File: config.mk
export PLATFORM = sky130hd
export DESIGN_NAME = math_pwr_integ_64
export DESIGN_NICKNAME = d
export VERILOG_FILES = /design/src/rtl/math_pkg.sv /design/src/rtl/math_cplx_mag2.sv /design/src/rtl/math_pwr_integ_64.sv
export SDC_FILE = /design/constraint.sdc
export NUM_CORES = 2
export LEC_CHECK = 0
export BUFFER_PORTS_ARGS = -buffer_cell sky130_fd_sc_hd__buf_2
export CORE_ASPECT_RATIO = 2
export CORE_MARGIN = 3
export CORE_UTILIZATION = 60
export CTS_CLUSTER_SIZE = 30
export DETAILED_ROUTE_END_ITERATION = 10
export HOLD_SLACK_MARGIN = 0.05
export PLACE_DENSITY = 0.88
export SETUP_SLACK_MARGIN = 0.1
export SLEW_MARGIN = 40
export SYNTH_ARGS = -nofsm -noshare
export SYNTH_HDL_FRONTEND = slang
export SYNTH_SLANG_ARGS = --single-unit
File: constraint.sdc
create_clock -name clk -period 11.45 [get_ports clk]
set_input_delay 0.5725 -clock clk [delete_from_list [all_inputs] [get_ports clk]]
set_output_delay 0.5725 -clock clk [all_outputs]
set_load 0.01 [all_outputs]
File: src/rtl/math_pkg.sv
// Shared constants and helpers for the power-measurement datapath.
package math_pkg;

    localparam int ACC_WIDTH = 64;
    localparam logic [ACC_WIDTH-1:0] ACC_MAX = {ACC_WIDTH{1'b1}};

    // True when a full block of full-scale samples cannot exceed ACC_WIDTH bits.
    function automatic bit block_fits(input int data_width, input int log2_len);
        return (2 * data_width - 1 + log2_len) <= 63;
    endfunction

endpackage

File: src/rtl/math_cplx_mag2.sv
// Two-stage |x|^2 pipeline: registers I^2 and Q^2, then their sum zero-extended to 64 bits.
module math_cplx_mag2
    import math_pkg::*;
#(
    parameter int DATA_WIDTH = 16
) (
    input  logic                  clk,
    input  logic                  rst,
    input  logic                  clear,
    input  logic                  din_valid,
    input  logic [DATA_WIDTH-1:0] din_i,
    input  logic [DATA_WIDTH-1:0] din_q,
    output logic [ACC_WIDTH-1:0]  p,
    output logic                  p_valid
);

    localparam int SQ_W = 2 * DATA_WIDTH;

    logic signed [SQ_W-1:0] ext_i;
    logic signed [SQ_W-1:0] ext_q;
    logic [SQ_W-1:0]        sq_i;
    logic [SQ_W-1:0]        sq_q;
    logic                   s1_valid;
    logic [SQ_W:0]          sum;

    // Sign-extend first so the product is formed at full width.
    assign ext_i = {{DATA_WIDTH{din_i[DATA_WIDTH-1]}}, din_i};
    assign ext_q = {{DATA_WIDTH{din_q[DATA_WIDTH-1]}}, din_q};
    assign sum   = {1'b0, sq_i} + {1'b0, sq_q};

    always_ff @(posedge clk or posedge rst) begin
        if (rst) begin
            s1_valid <= 1'b0;
            p_valid  <= 1'b0;
            sq_i     <= '0;
            sq_q     <= '0;
            p        <= '0;
        end else if (clear) begin
            s1_valid <= 1'b0;
            p_valid  <= 1'b0;
        end else begin
            s1_valid <= din_valid;
            p_valid  <= s1_valid;
            if (din_valid) begin
                sq_i <= $unsigned(ext_i * ext_i);
                sq_q <= $unsigned(ext_q * ext_q);
            end
            if (s1_valid) begin
                p <= {{(ACC_WIDTH - SQ_W - 1){1'b0}}, sum};
            end
        end
    end

endmodule

File: src/rtl/math_pwr_integ_64.sv
// Block power integrator: sums I^2+Q^2 over 2^LOG2_LEN samples and emits one
// saturating 64-bit energy word per block.
module math_pwr_integ_64
    import math_pkg::*;
#(
    parameter int DATA_WIDTH = 16,
    parameter int LOG2_LEN   = 10
) (
    input  logic                  clk,
    input  logic                  rst,
    input  logic                  clear,
    input  logic                  din_valid,
    input  logic [DATA_WIDTH-1:0] din_i,
    input  logic [DATA_WIDTH-1:0] din_q,
    output logic [ACC_WIDTH-1:0]  dout,
    output logic                  dout_valid,
    output logic                  dout_sat
);

    // Handshake: din_valid is a strobe with no ready; every high cycle is a
    // consumed sample. dout_valid is a one-cycle pulse; downstream never stalls.

    localparam int CNT_W = LOG2_LEN + 1;
    localparam logic [CNT_W-1:0] LAST = CNT_W'((65'd1 << LOG2_LEN) - 65'd1);

    logic [ACC_WIDTH-1:0] p;
    logic                 p_valid;
    logic [ACC_WIDTH-1:0] acc;
    logic                 sat;
    logic [CNT_W-1:0]     count;
    logic [ACC_WIDTH:0]   next_sum;
    logic [ACC_WIDTH-1:0] result;
    logic                 result_sat;

    math_cplx_mag2 #(
        .DATA_WIDTH(DATA_WIDTH)
    ) u_mag2 (
        .clk      (clk),
        .rst      (rst),
        .clear    (clear),
        .din_valid(din_valid),
        .din_i    (din_i),
        .din_q    (din_q),
        .p        (p),
        .p_valid  (p_valid)
    );

    // Saturation is sticky within a block: once clamped, the block stays at max.
    assign next_sum   = {1'b0, acc} + {1'b0, p};
    assign result_sat = next_sum[ACC_WIDTH] | sat;
    assign result     = result_sat ? ACC_MAX : next_sum[ACC_WIDTH-1:0];

    always_ff @(posedge clk or posedge rst) begin
        if (rst) begin
            acc        <= '0;
            sat        <= 1'b0;
            count      <= '0;
            dout       <= '0;
            dout_valid <= 1'b0;
            dout_sat   <= 1'b0;
        end else begin
            dout_valid <= 1'b0;
            if (clear) begin
                acc   <= '0;
                sat   <= 1'b0;
                count <= '0;
            end else if (p_valid) begin
                if (count == LAST) begin
                    dout       <= result;
                    dout_sat   <= result_sat;
                    dout_valid <= 1'b1;
                    acc        <= '0;
                    sat        <= 1'b0;
                    count      <= '0;
                end else begin
                    acc   <= result;
                    sat   <= result_sat;
                    count <= count + CNT_W'(1);
                end
            end
        end
    end

endmodule

* Word-level counts from Yosys, hierarchy flattened *
Index checks and enable logic that the tools add are counted.

cells by class
  add/sub/neg operators = 3
  reduce and logical (&&, ||, !) cells = 4
  bitwise gates (word level) = 2
  multiply operators = 2
  equality and inequality tests = 1
  mux-type cells = 15

operators by type and width
  cell                                                                     count
  64-bit two-way mux                                                       4
  64-bit by 33-bit adder with 65-bit output                                1
  16-bit by 16-bit multiplier with 32-bit output                           2
  32-bit by 32-bit adder with 33-bit output                                1
  11-bit two-way mux                                                       3
  11-bit by 1-bit adder with 11-bit output, second input constant          1
  11-bit by 10-bit equality test with 1-bit output, second input constant  1
  1-bit two-way mux                                                        8
  2-bit AND reduction                                                      2
  3-bit AND reduction                                                      1
  2-bit nonzero test                                                       1
  1-bit NOT                                                                1
  1-bit bitwise OR                                                         1

storage, ports and cells
  register bits after elaboration = 241
  bits of input ports = 36
  output and inout bits = 66

* Logic depth before layout (Yosys ltp) *
  depth after elaboration = 6
  depth in mapped cells = 26

* By module *
A second synthesis with hierarchy kept.

second synthesis, totals
  cells, all modules = 3529
  area total of the unflattened synthesis = 31925.6 um^2

modules (own cells, without submodules)
  module             area an instance (um^2)  times used  cells each  seq. area each (um^2)
  math_cplx_mag2     22689.3                  1           2474        2427.3
  math_pwr_integ_64  9236.4                   1           1055        3553.4

* Least setup slack after synthesis *
OpenSTA, ideal clock, no wires.

  kind = input -> register
  start = input din_i[15]
  end = register u_mag2.sq_i[31]
  stages on the path = 24
  arrival = 6.095 ns
  library setup time = 0.134 ns
  path buffers = 2
  required time = 11.316 ns
  path slack = 5.221 ns
  cells stage by stage = clkbuf_1 clkbuf_1 nand2_1 fa_1 inv_1 fa_1 inv_1 fa_1 inv_1 fa_1 fa_1 inv_1 fa_1 inv_1 ha_1 a21oi_1 o21bai_1 a21oi_1 nand3_1 o21ai_0 o2111ai_1 a21oi_1 xnor2_1 o21ai_0

on the way
  word-level cells in the longest chain between the ends = 1

ends and longest elaborated chain
  item                                            RTL line                 text
  from (decl)                                     math_pwr_integ_64.sv:13  input logic [DATA_WIDTH-1:0] din_i,
  16-bit by 16-bit multiplier with 32-bit output  math_cplx_mag2.sv:45     sq_i <= $unsigned(ext_i * ext_i);
  to (signal assigned)                            math_cplx_mag2.sv:45
  to (decl)                                       math_cplx_mag2.sv:21     logic [SQ_W-1:0] sq_i;

No other way between the ends.
A chain may end at the register's enable or synchronous reset.

* Final worst setup path *
  start = input din_i[3]
  end = register u_mag2.sq_i[28]

The elaborated chain is that of the path after synthesis.

==> results.tsv <==
metric	value	unit
Setup violations, final	0	
crit path time final	6.451	ns
Post-Syn Nets	4135	
Syn Area/Cell	9.041	µm²
port bufs	101	
Setup WS pre-CTS	4.455	ns
status	complete, no violations	
DR pass1 iterations	6	
EDFF count, synth	0	
CP endpoint kind	register	
Yosys top cell area share	30.60	%
worst-margin pin slew	0.8156	ns
CP max FO	13	
post-route ant nets	0	
clk sink count	239	
row cnt	116	
Max Fclk	155.0	MHz
die area	53940	µm²
post-DR wirelength/cell	19.16	µm
Non-Filler Instances	4063	
final setup margin	4.999	ns
dpl cells	4023	
final worst-path cycle share	56.34	%
Die H	325.5	µm
Post-synth top cells	inv_1, fa_1, nand2_1	
initial antenna violation count	0	
Syn Inst Count	3386	
WP data arrival	6.84	ns
first-pass GRT wire length	127300	µm
Ports	102	
fillers	3839	
Yosys reg bits	239	
DR vias/cell	5.853	
Final GP Congestion	1.003	
Synth area leaders	fa_1, dfrtp_1, ha_1	
Final #Nets	4148	
Initial Util	60.96	%
Final Hold Fails	0	
relative slew slack	45.56	%
Synth cell types	73	
Max Transition Viols Final	0	
Mapped Area	30610	µm²
DIE WIDTH	165.7	µm
total congestion overflow	0	
Longest Clk Path Bufs	3	
layout cell share with drive strength beyond 1	5.565	%
top_reg_cell synth	dfrtp_1	
H-tree levels	1	
most common cell in the synthesized netlist	inv_1	
HP Class	primary input to async pin	
Initial DRC Count	1583	
WL final	77830	µm
postcts setup bufs	0	
CP required	11.84	ns
via count of the first global-routing pass	26231	
clock skew	0.01558	ns
sequential fraction of the synthesis area	19.54	%
via count	23782	
Max-Cap Viols	0	
# diodes	0	
synth warn	0	
RSZ-0062 raised after global routing	false	
placed wire-length estimate	62650	µm
Worst setup SP type	primary input	
pin count of the biggest net entering global routing	85	
CTS tree	built	
post-cts sizing count	0	
Root Buffer	clkbuf_16	
worst skew pair latency	0.54	ns
critical setup path kind	primary input to register	
setup TNS	0	ns
Synth async-reset ratio	100.0	%
clock slew at reported path FFs	0.07	ns
area delta synth->final	5.759	%
total CTS buffers	23	
area leader, netlist	fa_1	
# hold bufs at CTS	0	
core box area	50220	µm²
Global Route Usage Sum	29.24	%
Residual DRC	0	
==> path summary, 6_finish.rpt <==
check                                      from         endpoint  slack, ns  cells past startpoint
worst max-delay path                   din_i[3]  u_mag2.sq_i[28]       5.00                     23
worst min-delay path                        rst         dout[38]       0.10                      2
worst max register to register      u_mag2.p[0]          acc[31]       7.14                     13
worst min register to register  u_mag2.sq_i[27]  u_mag2.sq_i[27]       0.47                      2
max in group asynchronous                   rst  u_mag2.sq_i[26]      10.18                      3
min in group clk                          clear         count[6]       0.38                      2
==> logic make-up (layout without fill, tap and decap cells) <==
family	Yosys count	in the layout	share of synthesized area [%]
adder cells (fa/ha/maj)	713	713	40.62
multiplexers	5	5	0.1757
buffers and inverters	813	841	10.06
AO/OA/AOI/OAI	603	603	12.32
flip-flops	239	239	19.54
XOR/XNOR	183	183	5.235
AND/OR/NAND/NOR	830	830	12.06
==> final cells by class <==
cell class              count  area, µm²  area share (%)
well taps                 649      812.0           2.508
multi-input cells        2334      21580           66.65
clock buffers              29      638.1           1.971
clock inverters            11      138.9          0.4290
inverters                 688       2590           7.999
repair buffers            113      638.1           1.971
flip-flops and latches    239       5981           18.47
==> metrics by stage <==
step | instance area (µm²) | hold slack [ns] | util (%)
floorplan | 30610 | 0.4428 | -
global placement | 31530 | 0.4542 | 62.78
detailed placement | 31600 | 0.4607 | 62.93
CTS | 32380 | 0.1225 | 64.47
global route | 32380 | 0.1512 | 64.47
finish | 32380 | 0.1043 | 64.47
==> worst max-delay path: stages <==
cell and delay [ns]:
buf_2 0.28, inv_1 0.25, nor2_1 0.22, inv_1 0.09
fa_1 0.55, inv_1 0.06, fa_1 0.44, fa_1 0.42
inv_1 0.07, fa_1 0.44, fa_1 0.51, fa_1 0.56
inv_1 0.06, ha_1 0.34, nand2_1 0.08, or3_1 0.34
a211oi_1 0.30, o21ai_0 0.18, a21boi_0 0.35, o21bai_1 0.17
a21oi_1 0.22, mux2i_1 0.19, o311ai_0 0.13
==> cells in the final DEF (no fill, tap or decap), drive strengths merged, types with 29 or more instances in the layout <==
cell type and count:
a21o 55, a21oi 148, and2 86, buf 113, clkbuf 29, dfrtp 239
fa 468, ha 245, inv 692, nand2 407, nand3 39, nor2 181
o21ai 209, xnor2 128, xor2 55
==> sequential cells by signal, indices dropped and copies added, names as in the netlist, 11 cells and up <==
register / count
dout: 64
u_mag2.p: 33
u_mag2.sq_i: 31
u_mag2.sq_q: 31
count: 11
acc: 64
==> routing by layer <==
| metal | GRT usage [%] | vias up | routed length [µm] |
|---|---|---|---|
| li1 | - | 10672 | - |
| met1 | 27.94 | 11715 | 24090 |
| met2 | 56.08 | 963 | 42750 |
| met3 | 2.991 | 432 | 3508 |
| met4 | 22.66 | 0 | 7485 |
| met5 | 0 | - | 0 |
Power is left out: the tool's default activity adds up to more than one toggle a clock period on the data nets, which glitch-free logic cannot reach.
